--- config.mk ---
export PLATFORM = sky130hd
export DESIGN_NAME = run_sequencer
export DESIGN_NICKNAME = d
export VERILOG_FILES = /design/src/rtl/run_seq_pkg.sv /design/src/rtl/run_cycle_counter.sv /design/src/rtl/run_sequencer.sv
export SDC_FILE = /design/constraint.sdc
export NUM_CORES = 1
export LEC_CHECK = 0
export ABC_AREA = 1
export BUFFER_PORTS_ARGS = -buffer_cell sky130_fd_sc_hd__buf_2
export CAP_MARGIN = 0
export CORE_AREA = 2 2 62 64
export DETAILED_ROUTE_END_ITERATION = 10
export DIE_AREA = 0 0 64 66
export GPL_ROUTABILITY_DRIVEN = 0
export PLACE_DENSITY_LB_ADDON = 0.25
export SLEW_MARGIN = 20
export SYNTH_ARGS = -nofsm -noshare
export SYNTH_HDL_FRONTEND = slang
export SYNTH_SLANG_ARGS = --single-unit
--- constraint.sdc ---
create_clock -name clk -period 2.4 [get_ports clk]
set_input_delay 0.48 -clock clk [delete_from_list [all_inputs] [get_ports clk]]
set_output_delay 0.48 -clock clk [all_outputs]
set_load 0.005 [all_outputs]
--- src/rtl/run_seq_pkg.sv ---
// rtl/run_seq_pkg.sv - shared types and defaults for the run sequencer
package run_seq_pkg;

    localparam int NUM_PROGS_DEF    = 3;
    localparam int START_CYCLES_DEF = 2;
    localparam int CW_DEF           = 16;
    localparam int TIMEOUT_DEF      = 4000;

    // Index width with a floor of one bit so single-entry counts stay legal
    function automatic int idx_width(input int n);
        return (n > 1) ? $clog2(n) : 1;
    endfunction

    localparam int PW_DEF = idx_width(NUM_PROGS_DEF);

    typedef enum logic [2:0] {
        IDLE,
        ASSERT_START,
        RUN,
        REPORT,
        FINISHED
    } seq_state_t;

    // One per-program result as seen by the host, at default widths
    typedef struct packed {
        logic [PW_DEF-1:0] prog;
        logic [CW_DEF-1:0] cycles;
        logic              timeout;
    } rpt_t;

endpackage

--- src/rtl/run_cycle_counter.sv ---
// rtl/run_cycle_counter.sv - RUN-cycle counter with watchdog terminal compare
module run_cycle_counter #(
    parameter int CW      = 16,
    parameter int TIMEOUT = 4000
) (
    input  logic          clk,
    input  logic          reset,
    input  logic          clear,
    input  logic          enable,
    output logic [CW-1:0] count,
    output logic          at_limit
);

    localparam logic [CW-1:0] LIMIT = CW'(TIMEOUT - 1);

    // Count enabled cycles; clear wins so every run starts from zero
    always_ff @(posedge clk) begin
        if (reset || clear) begin
            count <= '0;
        end else if (enable) begin
            count <= count + 1'b1;
        end
    end

    assign at_limit = (count == LIMIT);

endmodule

--- src/rtl/run_sequencer.sv ---
// rtl/run_sequencer.sv - runs NUM_PROGS core programs back to back and reports cycle counts
module run_sequencer
    import run_seq_pkg::*;
#(
    parameter  int NUM_PROGS    = NUM_PROGS_DEF,
    parameter  int START_CYCLES = START_CYCLES_DEF,
    parameter  int CW           = CW_DEF,
    parameter  int TIMEOUT      = TIMEOUT_DEF,
    localparam int PW           = idx_width(NUM_PROGS)
) (
    input  logic          clk,
    input  logic          reset,
    input  logic          go,
    input  logic          abort,
    output logic          core_start,
    input  logic          core_done,
    output logic          rpt_valid,
    input  logic          rpt_ready,
    output logic [PW-1:0] rpt_prog,
    output logic [CW-1:0] rpt_cycles,
    output logic          rpt_timeout,
    output logic          busy,
    output logic          all_done
);

    localparam int SW = idx_width(START_CYCLES);
    localparam logic [PW-1:0] LAST_PROG  = PW'(NUM_PROGS - 1);
    localparam logic [SW-1:0] START_LAST = SW'(START_CYCLES - 1);
    localparam logic [CW-1:0] TIMEOUT_V  = CW'(TIMEOUT);

    seq_state_t    state;
    logic [PW-1:0] prog_idx;
    logic [SW-1:0] start_cnt;
    logic [CW-1:0] cycle_cnt;
    logic          at_limit;
    logic          cnt_clear;
    logic          cnt_enable;

    // The counter only advances while the core is running and nothing ends the run
    assign cnt_clear  = (state != RUN);
    assign cnt_enable = (state == RUN) && !core_done && !at_limit;

    run_cycle_counter #(
        .CW      (CW),
        .TIMEOUT (TIMEOUT)
    ) u_cycle_counter (
        .clk      (clk),
        .reset    (reset),
        .clear    (cnt_clear),
        .enable   (cnt_enable),
        .count    (cycle_cnt),
        .at_limit (at_limit)
    );

    // Sequencing FSM: start pulse, timed run, report handshake, next program
    always_ff @(posedge clk) begin
        if (reset || abort) begin
            state       <= IDLE;
            prog_idx    <= '0;
            start_cnt   <= '0;
            rpt_prog    <= '0;
            rpt_cycles  <= '0;
            rpt_timeout <= 1'b0;
        end else begin
            case (state)
                IDLE, FINISHED: begin
                    if (go) begin
                        state     <= ASSERT_START;
                        prog_idx  <= '0;
                        start_cnt <= '0;
                    end
                end
                ASSERT_START: begin
                    if (start_cnt == START_LAST) begin
                        state <= RUN;
                    end else begin
                        start_cnt <= start_cnt + 1'b1;
                    end
                end
                RUN: begin
                    // done beats the watchdog when both land on the same cycle
                    if (core_done) begin
                        state       <= REPORT;
                        rpt_prog    <= prog_idx;
                        rpt_cycles  <= cycle_cnt;
                        rpt_timeout <= 1'b0;
                    end else if (at_limit) begin
                        state       <= REPORT;
                        rpt_prog    <= prog_idx;
                        rpt_cycles  <= TIMEOUT_V;
                        rpt_timeout <= 1'b1;
                    end
                end
                REPORT: begin
                    if (rpt_ready) begin
                        if (prog_idx == LAST_PROG) begin
                            state <= FINISHED;
                        end else begin
                            state     <= ASSERT_START;
                            prog_idx  <= prog_idx + 1'b1;
                            start_cnt <= '0;
                        end
                    end
                end
                default: begin
                    state <= IDLE;
                end
            endcase
        end
    end

    // Status outputs are pure decodes of the state register
    assign core_start = (state != RUN);
    assign rpt_valid  = (state == REPORT);
    assign busy       = (state == ASSERT_START) || (state == RUN) || (state == REPORT);
    assign all_done   = (state == FINISHED);

endmodule

* Yosys cells after proc, flatten, opt, wreduce, memory -nomap -nowiden
Index checks and enable logic that the tools add are counted.
** Word-level totals
- Register bits :: 41
** Cells by class
- Add/sub/neg operators :: 3
- Equality and inequality tests :: 12
- Muxes and demuxes :: 22
- Reduce and logical (&&, ||, !) cells :: 17
** Operators with widths (number)
- 16-bit two-way mux :: 2
- 3-bit two-way mux :: 6
- 16-bit by 1-bit adder with 16-bit output (second input constant) :: 1
- 16-bit by 12-bit equality test with 1-bit output (second input constant) :: 1
- 3-bit case mux with 4 select lines :: 1
- 4-bit AND reduction :: 3
- 2-bit two-way mux :: 5
- 3-bit by 2-bit equality test with 1-bit output (second input constant) :: 2
- 1-bit two-way mux :: 6
- 2-bit inequality test (second input constant) :: 3
- 1-bit logical OR :: 4
- 2-bit case mux with 2 select lines :: 1
- 2-bit nonzero test :: 2
- 3-bit by 1-bit equality test with 1-bit output (second input constant) :: 1
- 3-bit equality test (second input constant) :: 1
- 3-bit logical NOT :: 1
- 3-bit by 2-bit inequality test with 1-bit output (second input constant) :: 1
- 3-bit inequality test (second input constant) :: 1
- 1-bit case mux with 3 select lines :: 1
- 3-bit nonzero test :: 1
- 2-bit by 1-bit adder with 2-bit output (second input constant) :: 1
- 2-bit equality test (second input constant) :: 1
- 1-bit logical AND :: 2
- 1-bit logical NOT :: 2
- other kinds (4) :: 4

* Depth between registers and ports, before layout
- Word-level depth :: 4
- Depth in mapped cells :: 10

* Cells and area by module
A second synthesis with hierarchy kept.
** Unflattened totals
- Cells, all modules :: 284
- Area, all modules :: 2099.5 µm²
** Modules (own cells, without submodules)
- run_sequencer :: times used 1, cells an instance 153, area an instance 1197.4 µm²
- run_cycle_counter :: times used 1, cells an instance 131, area an instance 902.1 µm²

* Least setup slack after synthesis
OpenSTA, ideal clock, no wires.
- Path kind :: flip-flop to flip-flop
- From :: register u_cycle_counter.count[0]
- To :: register rpt_cycles[12]
- Arrival :: 1.336 ns
- Data required time :: 2.268 ns
- Path slack :: 0.931 ns
- Cell stages (with the launch flop) :: 10
- Clock period less this slack :: 1.469 ns
- Path through :: dfxtp_1 -> ha_1 -> nand3_2 -> nor2_2 -> nand2_4 -> nand2_4 -> nand2_4 -> buf_6 -> nand2_1 -> a21oi_1
** On the way
- Word-level cells in the longest chain between the ends :: 3
** Ends and longest elaborated chain
- from (decl) :: RTL line run_cycle_counter.sv:10 : output logic [CW-1:0] count,
- from (signal assigned) :: RTL line run_cycle_counter.sv:21 : count <= count + 1'b1;
- 16-bit by 12-bit equality test with 1-bit output :: RTL line run_cycle_counter.sv:25 : assign at_limit = (count == LIMIT);
- 2-bit nonzero test (no line)
- 2-bit AND reduction (no line)
- to (signal assigned) :: RTL line run_sequencer.sv:85 : rpt_cycles <= cycle_cnt;
- to (decl) :: RTL line run_sequencer.sv:20 : output logic [CW-1:0] rpt_cycles,
No other way between the ends.
A chain may end at the register's enable or synchronous reset.

* Worst setup path in the final report
- From :: register state[1]
- To :: output port rpt_valid
** On the way
- Word-level cells in the longest chain between the ends :: 1
** Ends and longest elaborated chain
- from (decl) :: RTL line run_sequencer.sv:31 : seq_state_t state;
- from (signal assigned) :: RTL line run_sequencer.sv:58 : state <= IDLE;
- from (signal assigned) :: RTL line run_sequencer.sv:68 : state <= ASSERT_START;
- from (signal assigned) :: RTL line run_sequencer.sv:75 : state <= RUN;
- 3-bit by 2-bit equality test with 1-bit output :: RTL line run_sequencer.sv:114 : assign rpt_valid = (state == REPORT);
- to (decl) :: RTL line run_sequencer.sv:17 : output logic rpt_valid,
No other way between the ends.

==> metrics.txt <==
status=complete, no violations; DP HPWL=3.17 mm; die area=approximately 0.0042 sq mm; Ant. Diodes=0; part of the cycle the worst path needs=between 70% and 80%; measured slew at the worst slew-check pin=roughly 0.53 ns; synthesized area=slightly above 0.002 sq mm; TNS Setup=0 ns; Final Net Count=~330; slew margin rel.=between 60% and 70%; skew final=0.0121 ns; CP max-delay cell=dfxtp_1; die height=around 66 um; die width=64 um; CP Cell Sequence=nand3_1 > inv_1 > buf_2; Core ar.=roughly 0.0036 sq mm; CTS root buffer=clkbuf_4; Seq/Total Area, Yosys=between 40 and 50%; drt pass-1 iters=4; number of non-filler instances in the completed layout=371; most frequent cells in the layout=nand2_1 (80), nor2_1 (42), dfxtp_1 (41), inv_1 (30), buf_2 (28); clk sinks=just over 40; Hold Crit Class=flip-flop to flip-flop; M1 GR Usage=27.7%; Distinct cells, synth=24; leakage power=around 0.00090 uW; Worst Hold Slack=between 0.4 and 0.5 ns; Crit Path Max Fanout=5; CTS tree=built; Area after DPL=between 0.002 and 0.0025 sq mm; fin area=~0.0023 sq mm; depth of the worst register-to-register path=8; grt total ovfl=0; Cell Pwr Density=roughly 520 mW/mm^2; pre-CTS setup slack=between 0.7 and 0.8 ns; Worst EP arrival=roughly 1.3 ns; CP endpoint kind=output pin; number of placement rows=22; number of synthesized register bits=between 40 and 50; H-tree levels=2; Synth area leaders=dfxtp_1 (41%), nand2_1 (15%), nor2_1 (7.8%), a21oi_1 (6.4%), inv_1 (5.6%); Global Route Usage Sum=a little under a quarter; first-pass GRT wire length=between 7 and 8 mm; Final setup viols=0; Vias/cell=5.11; drt drc=0; min Tclk post-route=~1.8 ns; crit path kind=flip-flop to output pin; area delta synth->final=11.6%; Fin. Hold Viols=0; met3 Use GR=about 4.1%; post-CTS resize count=0; yosys warns=0; Net Count, Synth=300; GR peak layer=met2; CP max stage delay=0.48 ns; share of layout cells above drive strength 1=roughly a fifth; Post-Route WL=approximately 4.4 mm; CTS Buf Count=5; Initial Util=between 50% and 60%; largest net degree at the start of global routing=20; max-cap violation count=0; max-slew violation count=0; PortBufs=28; area leader, netlist=dfxtp_1; Via Count=around 1900; wire per inst=between 10 and 15 um; synthesized instance count=around 300; initial antenna violation count=0; Cells after DPL=364; syn_area_per_cell=a little under 7 sq um; R2R Setup Slk=roughly 0.72 ns; Reg clk slew, reported paths=approximately 0.11 ns; Initial DRC Count=between 100 and 150; Final ANT Viol Nets=0; vias in the first global route=1714; Setup WS post-layout=roughly 0.64 ns; worst hold path stage count=2; fmax=~570 MHz; hold_buf cts=0; share of the synthesized area in the top cell type=roughly two fifths; Setup crit start kind=flip-flop; I/O pin cnt=29; grt met2 use=a little under two fifths; Peak VDD IR=0.000287 V; later-pin clock latency in the skew report=about 0.35 ns; Setup Buffers After CTS=0; commonest non-fill, non-tap cell in the layout=nand2_1; RSZ-0062 raised after global routing=false; Clock Path Buffers=2; Crit path required time=~1.9 ns
[Yosys cell counts]
library cell / number
clkinv_1: 1
nand3b_1: 1
a21oi_1: 26
inv_1: 30
nand2_4: 4
clkbuf_1: 1
nor2_4: 2
nand2_1: 80
o21ai_0: 13
nor2_2: 2
a21oi_2: 7
o21ai_1: 2
xnor2_1: 1
buf_6: 3
inv_2: 7
nor2_1: 42
xor2_1: 5
nand2_2: 2
nand3_4: 1
dfxtp_1: 41
nand4_1: 4
nand3_2: 1
nand3_1: 14
ha_1: 2
[final timing paths]
kind	startpoint	end
worst max-delay path	state[1]	rpt_valid
worst min register to register	rpt_cycles[9]	rpt_cycles[9]
worst max register to register	u_cycle_counter.count[0]	u_cycle_counter.count[13]
worst min-delay path	rpt_cycles[9]	rpt_cycles[9]
[cell families after synthesis]
| group | Yosys count | share of synthesized area (%) |
|---|---|---|
| fa+ha+maj | 2 | 1.24 |
| xor+xnor | 6 | 2.59 |
| flops | 41 | 40.5 |
| simple gates | 153 | 33.6 |
| buf+inv | 42 | 8.89 |
| compound gates | 48 | 13.2 |
[worst max-delay path: cells and delay by family (launching register included)]
kind | cells | cell delay (ns)
simple gates | 1 | 0.19
buf+inv | 2 | 0.27
flops | 1 | 0.48
[registers in the layout (all words and copies together), names as in the netlist]
| name | count |
|---|---|
| u_cycle_counter.count | 16 |
| rpt_prog | 2 |
| state | 3 |
| prog_idx | 2 |
| start_cnt | 1 |
| rpt_cycles | 16 |
| rpt_timeout | 1 |
[power by group]
part / total (uW) / leakage, uW / internal, uW / switching [uW]
clock network: 429 / 0.0000410 / 212 / 217
logic: 54.8 / 0.000532 / 16.5 / 38.3
registers: 687 / 0.000330 / 684 / 3.30
total: 1170 / 0.000903 / 913 / 259
[layout make-up]
type | count | area (sq um)
clock buffers | 5 | 37.5
clock inverters | 2 | 35.0
fillers | 335 | 1290
inverters | 38 | 143
multi-input cells | 209 | 1020
flip-flops and latches | 41 | 821
well taps | 48 | 60.1
repair buffers | 28 | 140
[routing by layer]
metal	vias up	part of all wire, %
met2	44	48
met4	0	0.98
met3	8	4.3
met1	861	46
li1	982	-
met5	-	0
[stage by stage]
stage | power, uW | utilization [%]
after global routing | 1210 | 63.7
after detailed placement | 756 | 61.6
after floorplan | 741 | -
after global placement | 755 | 61.6
after CTS | 1180 | 63.7
final | 1170 | 63.7
No activity file was read; power rests on OpenSTA's default activity.
